### src/rtl/alu_arbiter_pkg.sv
// Shared definitions for the two-requester ALU arbiter: data/control
// widths, ALU op codes, FSM state encoding and the operand bundle that
// the arbiter latches for the granted requester.
package alu_arbiter_pkg;

  localparam int unsigned DATA_W = 32;
  localparam int unsigned CTRL_W = 4;

  // ALU op codes; every other code yields a zero result
  localparam logic [CTRL_W-1:0] OP_AND = 4'b0000;
  localparam logic [CTRL_W-1:0] OP_OR  = 4'b0001;
  localparam logic [CTRL_W-1:0] OP_ADD = 4'b0010;
  localparam logic [CTRL_W-1:0] OP_SUB = 4'b0110;
  localparam logic [CTRL_W-1:0] OP_SLT = 4'b0111;

  typedef enum logic [1:0] {
    ST_IDLE = 2'd0,
    ST_EXEC = 2'd1,
    ST_RESP = 2'd2
  } state_e;

  // Operands captured from the winning requester
  typedef struct packed {
    logic [DATA_W-1:0] src1;
    logic [DATA_W-1:0] src2;
    logic [CTRL_W-1:0] ctrl;
  } alu_op_t;

  function automatic logic is_zero(input logic [DATA_W-1:0] value);
    return (value == '0);
  endfunction

endpackage

### src/rtl/alu_arbiter_alu.sv
// Combinational ALU: AND, OR, ADD, SUB (modulo 2^DATA_W) and signed SLT.
// Ports:
//   src1_i, src2_i  operands
//   ctrl_i          op code
//   result_c_o      combinational result (0 for unsupported codes)
//   zero_c_o        combinational flag, 1 when result_c_o is zero
module alu_arbiter_alu
  import alu_arbiter_pkg::*;
(
  input  logic [DATA_W-1:0] src1_i,
  input  logic [DATA_W-1:0] src2_i,
  input  logic [CTRL_W-1:0] ctrl_i,
  output logic [DATA_W-1:0] result_c_o,
  output logic              zero_c_o
);

  // Op decode; carries and overflow are deliberately dropped
  always_comb begin
    result_c_o = '0;
    case (ctrl_i)
      OP_AND:  result_c_o = src1_i & src2_i;
      OP_OR:   result_c_o = src1_i | src2_i;
      OP_ADD:  result_c_o = src1_i + src2_i;
      OP_SUB:  result_c_o = src1_i - src2_i;
      OP_SLT:  result_c_o = DATA_W'($signed(src1_i) < $signed(src2_i));
      default: result_c_o = '0;
    endcase
  end

  assign zero_c_o = is_zero(result_c_o);

endmodule

### src/rtl/alu_arbiter.sv
// Two-requester round-robin front end for a single shared ALU.
// A request is captured in IDLE (or in RESP on the ack edge), executed in
// the following EXEC cycle, and its registered result is offered in RESP
// until acknowledged.
// Ports:
//   clk_i, rst_i               clock, synchronous active-high reset
//   req0_i/req1_i              requests (held until the matching grant)
//   src1_N_i, src2_N_i, ctrlN_i operands / op code of requester N
//   gnt0_o/gnt1_o              one-cycle grant pulse during EXEC
//   rsp_valid_o, rsp_ack_i     response handshake
//   rsp_id_o, result_o, zero_o response payload, stable while valid
//   busy_o                     high whenever the arbiter is not idle
module alu_arbiter
  import alu_arbiter_pkg::*;
(
  input  logic              clk_i,
  input  logic              rst_i,
  input  logic              req0_i,
  input  logic              req1_i,
  input  logic [DATA_W-1:0] src1_0_i,
  input  logic [DATA_W-1:0] src2_0_i,
  input  logic [DATA_W-1:0] src1_1_i,
  input  logic [DATA_W-1:0] src2_1_i,
  input  logic [CTRL_W-1:0] ctrl0_i,
  input  logic [CTRL_W-1:0] ctrl1_i,
  input  logic              rsp_ack_i,
  output logic              gnt0_o,
  output logic              gnt1_o,
  output logic              rsp_valid_o,
  output logic              rsp_id_o,
  output logic [DATA_W-1:0] result_o,
  output logic              zero_o,
  output logic              busy_o
);

  state_e            state_q, state_d;
  logic              last_q, last_d;      // 1: requester 1 was granted last
  alu_op_t           op_q, op_d;
  logic              owner_q, owner_d;
  logic              gnt0_q, gnt0_d;
  logic              gnt1_q, gnt1_d;
  logic              rsp_valid_q, rsp_valid_d;
  logic              rsp_id_q, rsp_id_d;
  logic [DATA_W-1:0] result_q, result_d;
  logic              zero_q, zero_d;
  logic              busy_q, busy_d;

  logic              any_req_c;
  logic              win_c;               // 1: requester 1 wins this capture
  logic              capture_c;
  alu_op_t           req_op0_c, req_op1_c;
  logic [DATA_W-1:0] alu_result_c;
  logic              alu_zero_c;

  assign any_req_c = req0_i | req1_i;
  // On a tie the requester that was not granted last wins
  assign win_c     = (req0_i & req1_i) ? ~last_q : req1_i;
  assign req_op0_c = {src1_0_i, src2_0_i, ctrl0_i};
  assign req_op1_c = {src1_1_i, src2_1_i, ctrl1_i};

  // Shared ALU fed only from the operand latches
  alu_arbiter_alu u_alu (
    .src1_i     (op_q.src1),
    .src2_i     (op_q.src2),
    .ctrl_i     (op_q.ctrl),
    .result_c_o (alu_result_c),
    .zero_c_o   (alu_zero_c)
  );

  // Next-state, capture and response logic
  always_comb begin
    state_d     = state_q;
    last_d      = last_q;
    op_d        = op_q;
    owner_d     = owner_q;
    gnt0_d      = 1'b0;
    gnt1_d      = 1'b0;
    rsp_valid_d = rsp_valid_q;
    rsp_id_d    = rsp_id_q;
    result_d    = result_q;
    zero_d      = zero_q;
    capture_c   = 1'b0;

    case (state_q)
      ST_IDLE: begin
        capture_c = any_req_c;
      end
      ST_EXEC: begin
        result_d    = alu_result_c;
        zero_d      = alu_zero_c;
        rsp_id_d    = owner_q;
        rsp_valid_d = 1'b1;
        state_d     = ST_RESP;
      end
      ST_RESP: begin
        // Response payload holds until the ack edge; a waiting request
        // is captured on that same edge
        if (rsp_ack_i) begin
          rsp_valid_d = 1'b0;
          state_d     = ST_IDLE;
          capture_c   = any_req_c;
        end
      end
      default: begin
        state_d = ST_IDLE;
      end
    endcase

    if (capture_c) begin
      op_d    = win_c ? req_op1_c : req_op0_c;
      owner_d = win_c;
      last_d  = win_c;
      gnt0_d  = ~win_c;
      gnt1_d  = win_c;
      state_d = ST_EXEC;
    end

    busy_d = (state_d != ST_IDLE);
  end

  // State and output registers
  always_ff @(posedge clk_i) begin
    if (rst_i) begin
      state_q     <= ST_IDLE;
      last_q      <= 1'b1;
      op_q        <= '0;
      owner_q     <= 1'b0;
      gnt0_q      <= 1'b0;
      gnt1_q      <= 1'b0;
      rsp_valid_q <= 1'b0;
      rsp_id_q    <= 1'b0;
      result_q    <= '0;
      zero_q      <= 1'b0;
      busy_q      <= 1'b0;
    end else begin
      state_q     <= state_d;
      last_q      <= last_d;
      op_q        <= op_d;
      owner_q     <= owner_d;
      gnt0_q      <= gnt0_d;
      gnt1_q      <= gnt1_d;
      rsp_valid_q <= rsp_valid_d;
      rsp_id_q    <= rsp_id_d;
      result_q    <= result_d;
      zero_q      <= zero_d;
      busy_q      <= busy_d;
    end
  end

  assign gnt0_o      = gnt0_q;
  assign gnt1_o      = gnt1_q;
  assign rsp_valid_o = rsp_valid_q;
  assign rsp_id_o    = rsp_id_q;
  assign result_o    = result_q;
  assign zero_o      = zero_q;
  assign busy_o      = busy_q;

endmodule

### config.mk
export PLATFORM = sky130hd
export DESIGN_NAME = alu_arbiter
export DESIGN_NICKNAME = d
export VERILOG_FILES = /design/src/rtl/alu_arbiter_pkg.sv /design/src/rtl/alu_arbiter_alu.sv /design/src/rtl/alu_arbiter.sv
export SDC_FILE = /design/constraint.sdc
export NUM_CORES = 1
export LEC_CHECK = 0
export CAP_MARGIN = 10
export CELL_PAD_IN_SITES_DETAIL_PLACEMENT = 1
export CELL_PAD_IN_SITES_GLOBAL_PLACEMENT = 2
export CORE_ASPECT_RATIO = 1.2
export CORE_MARGIN = 5
export CORE_UTILIZATION = 28
export DETAILED_ROUTE_END_ITERATION = 6
export HOLD_SLACK_MARGIN = 0.08
export PLACE_DENSITY_LB_ADDON = 0.2
export SYNTH_ARGS = -nofsm -noshare
export SYNTH_HDL_FRONTEND = slang
export SYNTH_SLANG_ARGS = --single-unit
### constraint.sdc
create_clock -name clk_i -period 3.3 [get_ports clk_i]
set_clock_uncertainty 0.1 [all_clocks]
set_input_delay 0.66 -clock clk_i [delete_from_list [all_inputs] [get_ports clk_i]]
set_output_delay 0.66 -clock clk_i [all_outputs]
set_load 0.01 [all_outputs]
Word level (Yosys, flattened, before mapping) --
Cells that the tools add are included.
Operators by class: $add $sub $neg 2, magnitude comparators 1, equal/unequal tests 7, reduce and logical (&&, ||, !) cells 7, multiplexer cells 10, bitwise gates (word level) 7, div/mod/pow operators 0, multipliers 0, shifts and indexed selects 0
Operator list (count):
- $pmux 32 s5 | 1
- $mux 68 | 1
- $add 32x32->32 | 1
- $and 32x32->32 | 1
- $logic_not 32->1 | 1
- $lt 32x32->1 | 1
- $or 32x32->32 | 1
- $sub 32x32->32 | 1
- $eq 4x3->1 const B | 2
- $pmux 2 s3 | 1
- $eq 4x1->1 const B | 1
- $eq 4x2->1 const B | 1
- $logic_not 4->1 | 1
- $mux 2 | 2
- $pmux 1 s2 | 2
- $reduce_bool 2->1 | 2
- $mux 1 | 3
- $not 1->1 | 3
- $eq 2x1->1 const B | 1
- $eq 2x2->1 const B | 1
- $logic_not 2->1 | 1
- $ne 2x2->1 const B | 1
- $reduce_and 2->1 | 1
- $reduce_or 2->1 | 1
- 2 further kinds | 2
Word-level totals: bits in read-only memories 0, word-level logic and storage cells 47, input port bits 141, RAM bits 0, output and inout port bits 38, latch bits 0, memories 0, register bits after elaboration 110

Logic depth before layout (Yosys ltp) --
Gate-level depths: netlist (run 1).
word-level depth 5, mapped depth 14

Modules after synthesis --
A second synthesis (run 1) with hierarchy kept.
Unflattened totals: cells, all modules 1419, area total of the unflattened synthesis 10009.6 µm²
By module, submodules not included:
- alu_arbiter_alu | area an instance 5466.5 µm², times used 1, seq. area each 0.0 µm², cells each 853
- alu_arbiter | area an instance 4543.1 µm², times used 1, seq. area each 2202.1 µm², cells each 566

Worst setup path before layout (run 1) --
OpenSTA, ideal clock, no wires.
kind reg-to-reg, start point register op_q[4] in the netlist's numbering, end point register zero_q (netlist: zero_o), data arrival time 3.377 ns, stages on the path, launching flop included 15, buffers on the path 0, slack -0.237 ns, required time 3.140 ns, path through dfxtp_1 -> ha_1 -> inv_1 -> fa_1 -> and2b_1 -> o2111ai_1 -> and2_1 -> a221o_1 -> a21oi_1 -> nand4_1 -> or4b_4 -> a2111oi_4 -> nand4_1 -> nor4_1 -> a32o_1
Between the ends: longest elaborated chain between the ends 3, elaborated cells between the ends (all ways) 7
RTL lines:
- start: declaration | line alu_arbiter.sv:38 | alu_op_t op_q, op_d;
- start signal: assignment | line alu_arbiter.sv:138 | op_q <= op_d;
- $sub 32x32->32 (tied with other cells) | line alu_arbiter_alu.sv:24 | OP_SUB: result_c_o = src1_i - src2_i;
- $pmux 32 s5 * | line alu_arbiter_alu.sv:20 | case (ctrl_i)
- $logic_not 32->1 * | line alu_arbiter_pkg.sv:30 | return (value == '0);
- end signal: assignment | line alu_arbiter.sv:145 | zero_q <= zero_d;
- end: declaration | line alu_arbiter.sv:45 | logic zero_q, zero_d;
Every way passes the cells marked *; elsewhere a longest branch is shown, timed or not. A chain may end at the register's enable or synchronous reset.

Worst setup path in the final report (run 1) --
start point register op_q[37] in the netlist's numbering, end point register zero_q (netlist: zero_o)
The elaborated chain is that of the path after synthesis.

==> results of run 1 <==
sequential cells by signal (all words and copies together) (netlist names):
signal,count
op_q,68
result_o,32
state_q,2
busy_o,1
gnt0_o,1
gnt1_o,1
last_q,1
owner_q,1
rsp_id_o,1
rsp_valid_o,1
zero_o,1
metal layers:
| layer | global-route usage | routed length [um] | vias to the layer above | part of all wire |
|---|---|---|---|---|
| li1 | - | - | 5510 | - |
| met1 | 0.227 | 16800 | 5544 | 0.40 |
| met2 | 0.406 | 22600 | 193 | 0.54 |
| met3 | 0.0250 | 1050 | 60 | 0.025 |
| met4 | 0.0628 | 1160 | 0 | 0.028 |
| met5 | 0 | 0 | - | 0 |
Yosys cell counts, drive strengths merged, types with 8 or more instances:
library cell  instances  area [um^2]
clkbuf               59          221
nand3                20          100
dfxtp               110         2200
a221oi                8         70.1
and3                 10         62.6
a2111oi               8         95.1
o221ai                9         78.8
o211ai               12         90.1
a21oi                81          413
xnor2                 9         78.8
a21o                 15          114
nand4                11         68.8
nor2b                20          125
nor4                 10         68.8
ha                   98         1230
nor2                185          697
or3                   8         55.1
o21ai                56          280
mux2i                73          731
nand2                67          254
a211oi              102          771
o2111ai               8         70.1
buf                  26          186
o21bai                9         67.6
o31ai                10         85.1
nor3                 26          130
a31oi                14         87.6
inv                 104          390
worst max-delay path, stage by stage (launching register included):
cell and delay [ps]:
dfxtp_2 330, inv_1 70, buf_4 150, fa_2 380, nor3_2 210, o311ai_2 130, nand3_2 120, buf_6 130
a211oi_4 70, o31a_1 350, o31ai_4 300, a31oi_4 150, a2111oi_4 270, or4b_4 520, nor4_4 240, a32o_1 150
stage by stage:
stage | utilization | hold WS [ps] | setup slack [ps] | instance area, um^2
2_1_floorplan | - | 332 | -58.9 | 9890
3_3_place_gp | 0.409 | 345 | -946 | 14200
3_5_place_dp | 0.409 | 350 | -974 | 14200
4_1_cts | 0.436 | 362 | -453 | 15200
5_1_grt | 0.447 | 385 | -544 | 15600
6_report | 0.447 | 360 | -421 | 15600
worst min path at each step:
stage / from / to / slack, ps / depth (start not counted)
floorplan: owner_q / rsp_id_o / 330 / 2
global placement: result_o[26] / result_o[26] / 340 / 2
detailed placement: result_o[26] / result_o[26] / 350 / 2
CTS: result_o[26] / result_o[26] / 360 / 2
global route: owner_q / rsp_id_o / 380 / 2
finish: result_o[26] / result_o[26] / 360 / 2
cell usage in the layout, fill, tap and decap left out, drive strengths merged, types with 26 or more instances in the layout:
| cell | Yosys | final |
|---|---|---|
| nand2 | 67 | 67 |
| clkdlybuf4s50 | 0 | 177 |
| dfxtp | 110 | 110 |
| mux2i | 73 | 73 |
| nor2 | 185 | 185 |
| nor3 | 26 | 26 |
| a21oi | 81 | 81 |
| ha | 98 | 98 |
| inv | 104 | 107 |
| a211oi | 102 | 102 |
| buf | 26 | 321 |
| o21ai | 56 | 56 |
area by class of cell:
class	count	area (um^2)
sequential	110	2220
clock buffer	9	225
timing repair buffer	498	4290
inverter	104	390
fill	4146	19300
multi-input combinational	984	7750
clock inverter	7	114
tap	462	578
report_power, final:
| part | switching (W) | internal [W] | leakage (nW) |
|---|---|---|---|
| combinational | 0.00210 | 0.00191 | 5.34 |
| sequential | 0.0000934 | 0.00147 | 0.914 |
| clock | 0.000608 | 0.000686 | 0.165 |
cells by family after synthesis:
kind of cell / Yosys count
compound gates: 406
simple gates: 395
buf+inv: 189
flops: 110
fa+ha+maj: 100
mux: 74
xor+xnor: 9
repair_timing:
| action | in CTS | in global routing |
|---|---|---|
| gates resized for setup | 108 | 66 |
| setup endpoints to repair | 15 | 17 |
| pin swaps | 45 | 50 |
| buffers inserted | 12 | 7 |
==> flow_metrics.py, run 1 <==
metrics = {
    "drt": {
        "drt-total-wl_um": 41500,
        "drc": 0,
        "drtIter0Drc": 438,
        "drt_pre_antenna_iters": 5,
        "routedWlPerCell_um": 19.1,
        "ant_nets": 0,
        "vias_per_cell": 5.20,
        "vias": 11307,
    },
    "layout": {
        "n_antenna_cell": 0,
        "layout-area-overhead-vs-synth_pct": 58.2,
        "final_cells": 2174,
        "layout-drive-gt1-share": 0.291,
        "nets": 1948,
    },
    "yosys": {
        "yosys.area_share.adder": 0.129,
        "syn-instance-count": 1283,
        "yosysWarnings": 0,
        "synth_compound_area_frac": 0.295,
        "synth_ff_type": "dfxtp_1",
        "syn_avg_cell_area_um2": 7.67,
        "async_flop_share": 0,
        "syn-cell-area_um2": 9840,
        "synth_edf_count": 0,
        "synth-xor-area-share": 0.00801,
        "yosys.cell_types.count": 87,
        "yosysSeqAreaShare": 0.224,
        "synth_nets": 1524,
        "yosys_register_bits": 110,
        "synth_top_family_by_area": "compound AO/OA/AOI/OAI gates",
        "synthMuxAreaShare": 0.0754,
        "synth_simple_gate_area_frac": 0.188,
    },
    "placed_design": {
        "dp_hpwl_um": 33000,
        "gp_congestion": 0.921,
        "io_buffers": 178,
        "placed_cells": 2142,
    },
    "clock_tree": {
        "cts_tree": "done",
        "cts.sinks": 110,
        "htreeDepth": 3,
        "cts_made_buffers": 9,
        "cts_buffer_depth": 2,
        "clkLatencyLatePin_ps": 380,
        "clk_pin_slew_ps": 90,
        "cts_root_buffer": "clkbuf_16",
        "ctsHoldBuffers": 0,
    },
    "sta": {
        "slew_headroom": 0.382,
        "setup_viol": 4,
        "fin_ws_ps": -421,
        "worst_pin_slew_ps": 923,
        "period_share": 1.13,
        "fin_tns_setup_ps": -629,
        "final_max_slew_viol_count": 0,
        "hold_viol_final": 0,
        "rsz0062_at_grt": "yes",
        "max_freq_ghz": 0.269,
        "finalCriticalPeriod_ps": 3720,
    },
    "job": {
        "cap_violations": 0,
    },
    "die": {
        "die_area_um2": 39000,
        "rows": 75,
        "core_um2": 34800,
        "die_width_um": 181,
        "num_io_pins": 179,
        "initial_core_util": 0.283,
        "die_h_um": 215,
    },
    "run_status": {
        "status": "finished with violations",
        "violations": "negative setup slack",
    },
    "global_route": {
        "grt_antenna_before_repair": 0,
        "grt_max_degree": 77,
        "grt_pass1_wl_um": 65700,
        "grt_pass1_vias": 12438,
        "globalRouteTotalUtil": 0.206,
        "overflow": 0,
    },
    "pwr": {
        "leakage_nw": 6.42,
        "vdd_drop_max_uv": 265,
        "p_total_w": 0.00688,
        "p_per_area_nw_per_um2": 442,
    },
    "critical_path": {
        "worstPathArrival_ps": 3950,
        "cp.required_ps": 3520,
        "startpoint_type": "flop",
        "cp-end-kind": "flop",
        "r2r_start": "op_q[37]",
        "reg2reg_depth": 15,
        "path_max_fanout": 4,
        "cp-startpoint": "op_q[37]",
        "rr_endpoint": "zero_o",
        "ff2ff_setup_slack_ps": -420,
        "cp-endpoint": "zero_o",
        "worstSetupPathType": "reg -> reg",
    },
    "worst_hold_path": {
        "hold_class": "reg -> reg",
    },
}
Power figures use the tool's default switching activity.
==> run 2: changes to the inputs <==
SLEW_MARGIN = 20   (was not set)
==> results of run 2 <==
The final DEF is identical to that of run 1; final timing and power are the same.
==> run 3: changes to the inputs <==
HOLD_SLACK_MARGIN = not set   (was 0.08)
==> results of run 3 <==
The final DEF is identical to that of run 1; final timing and power are the same.
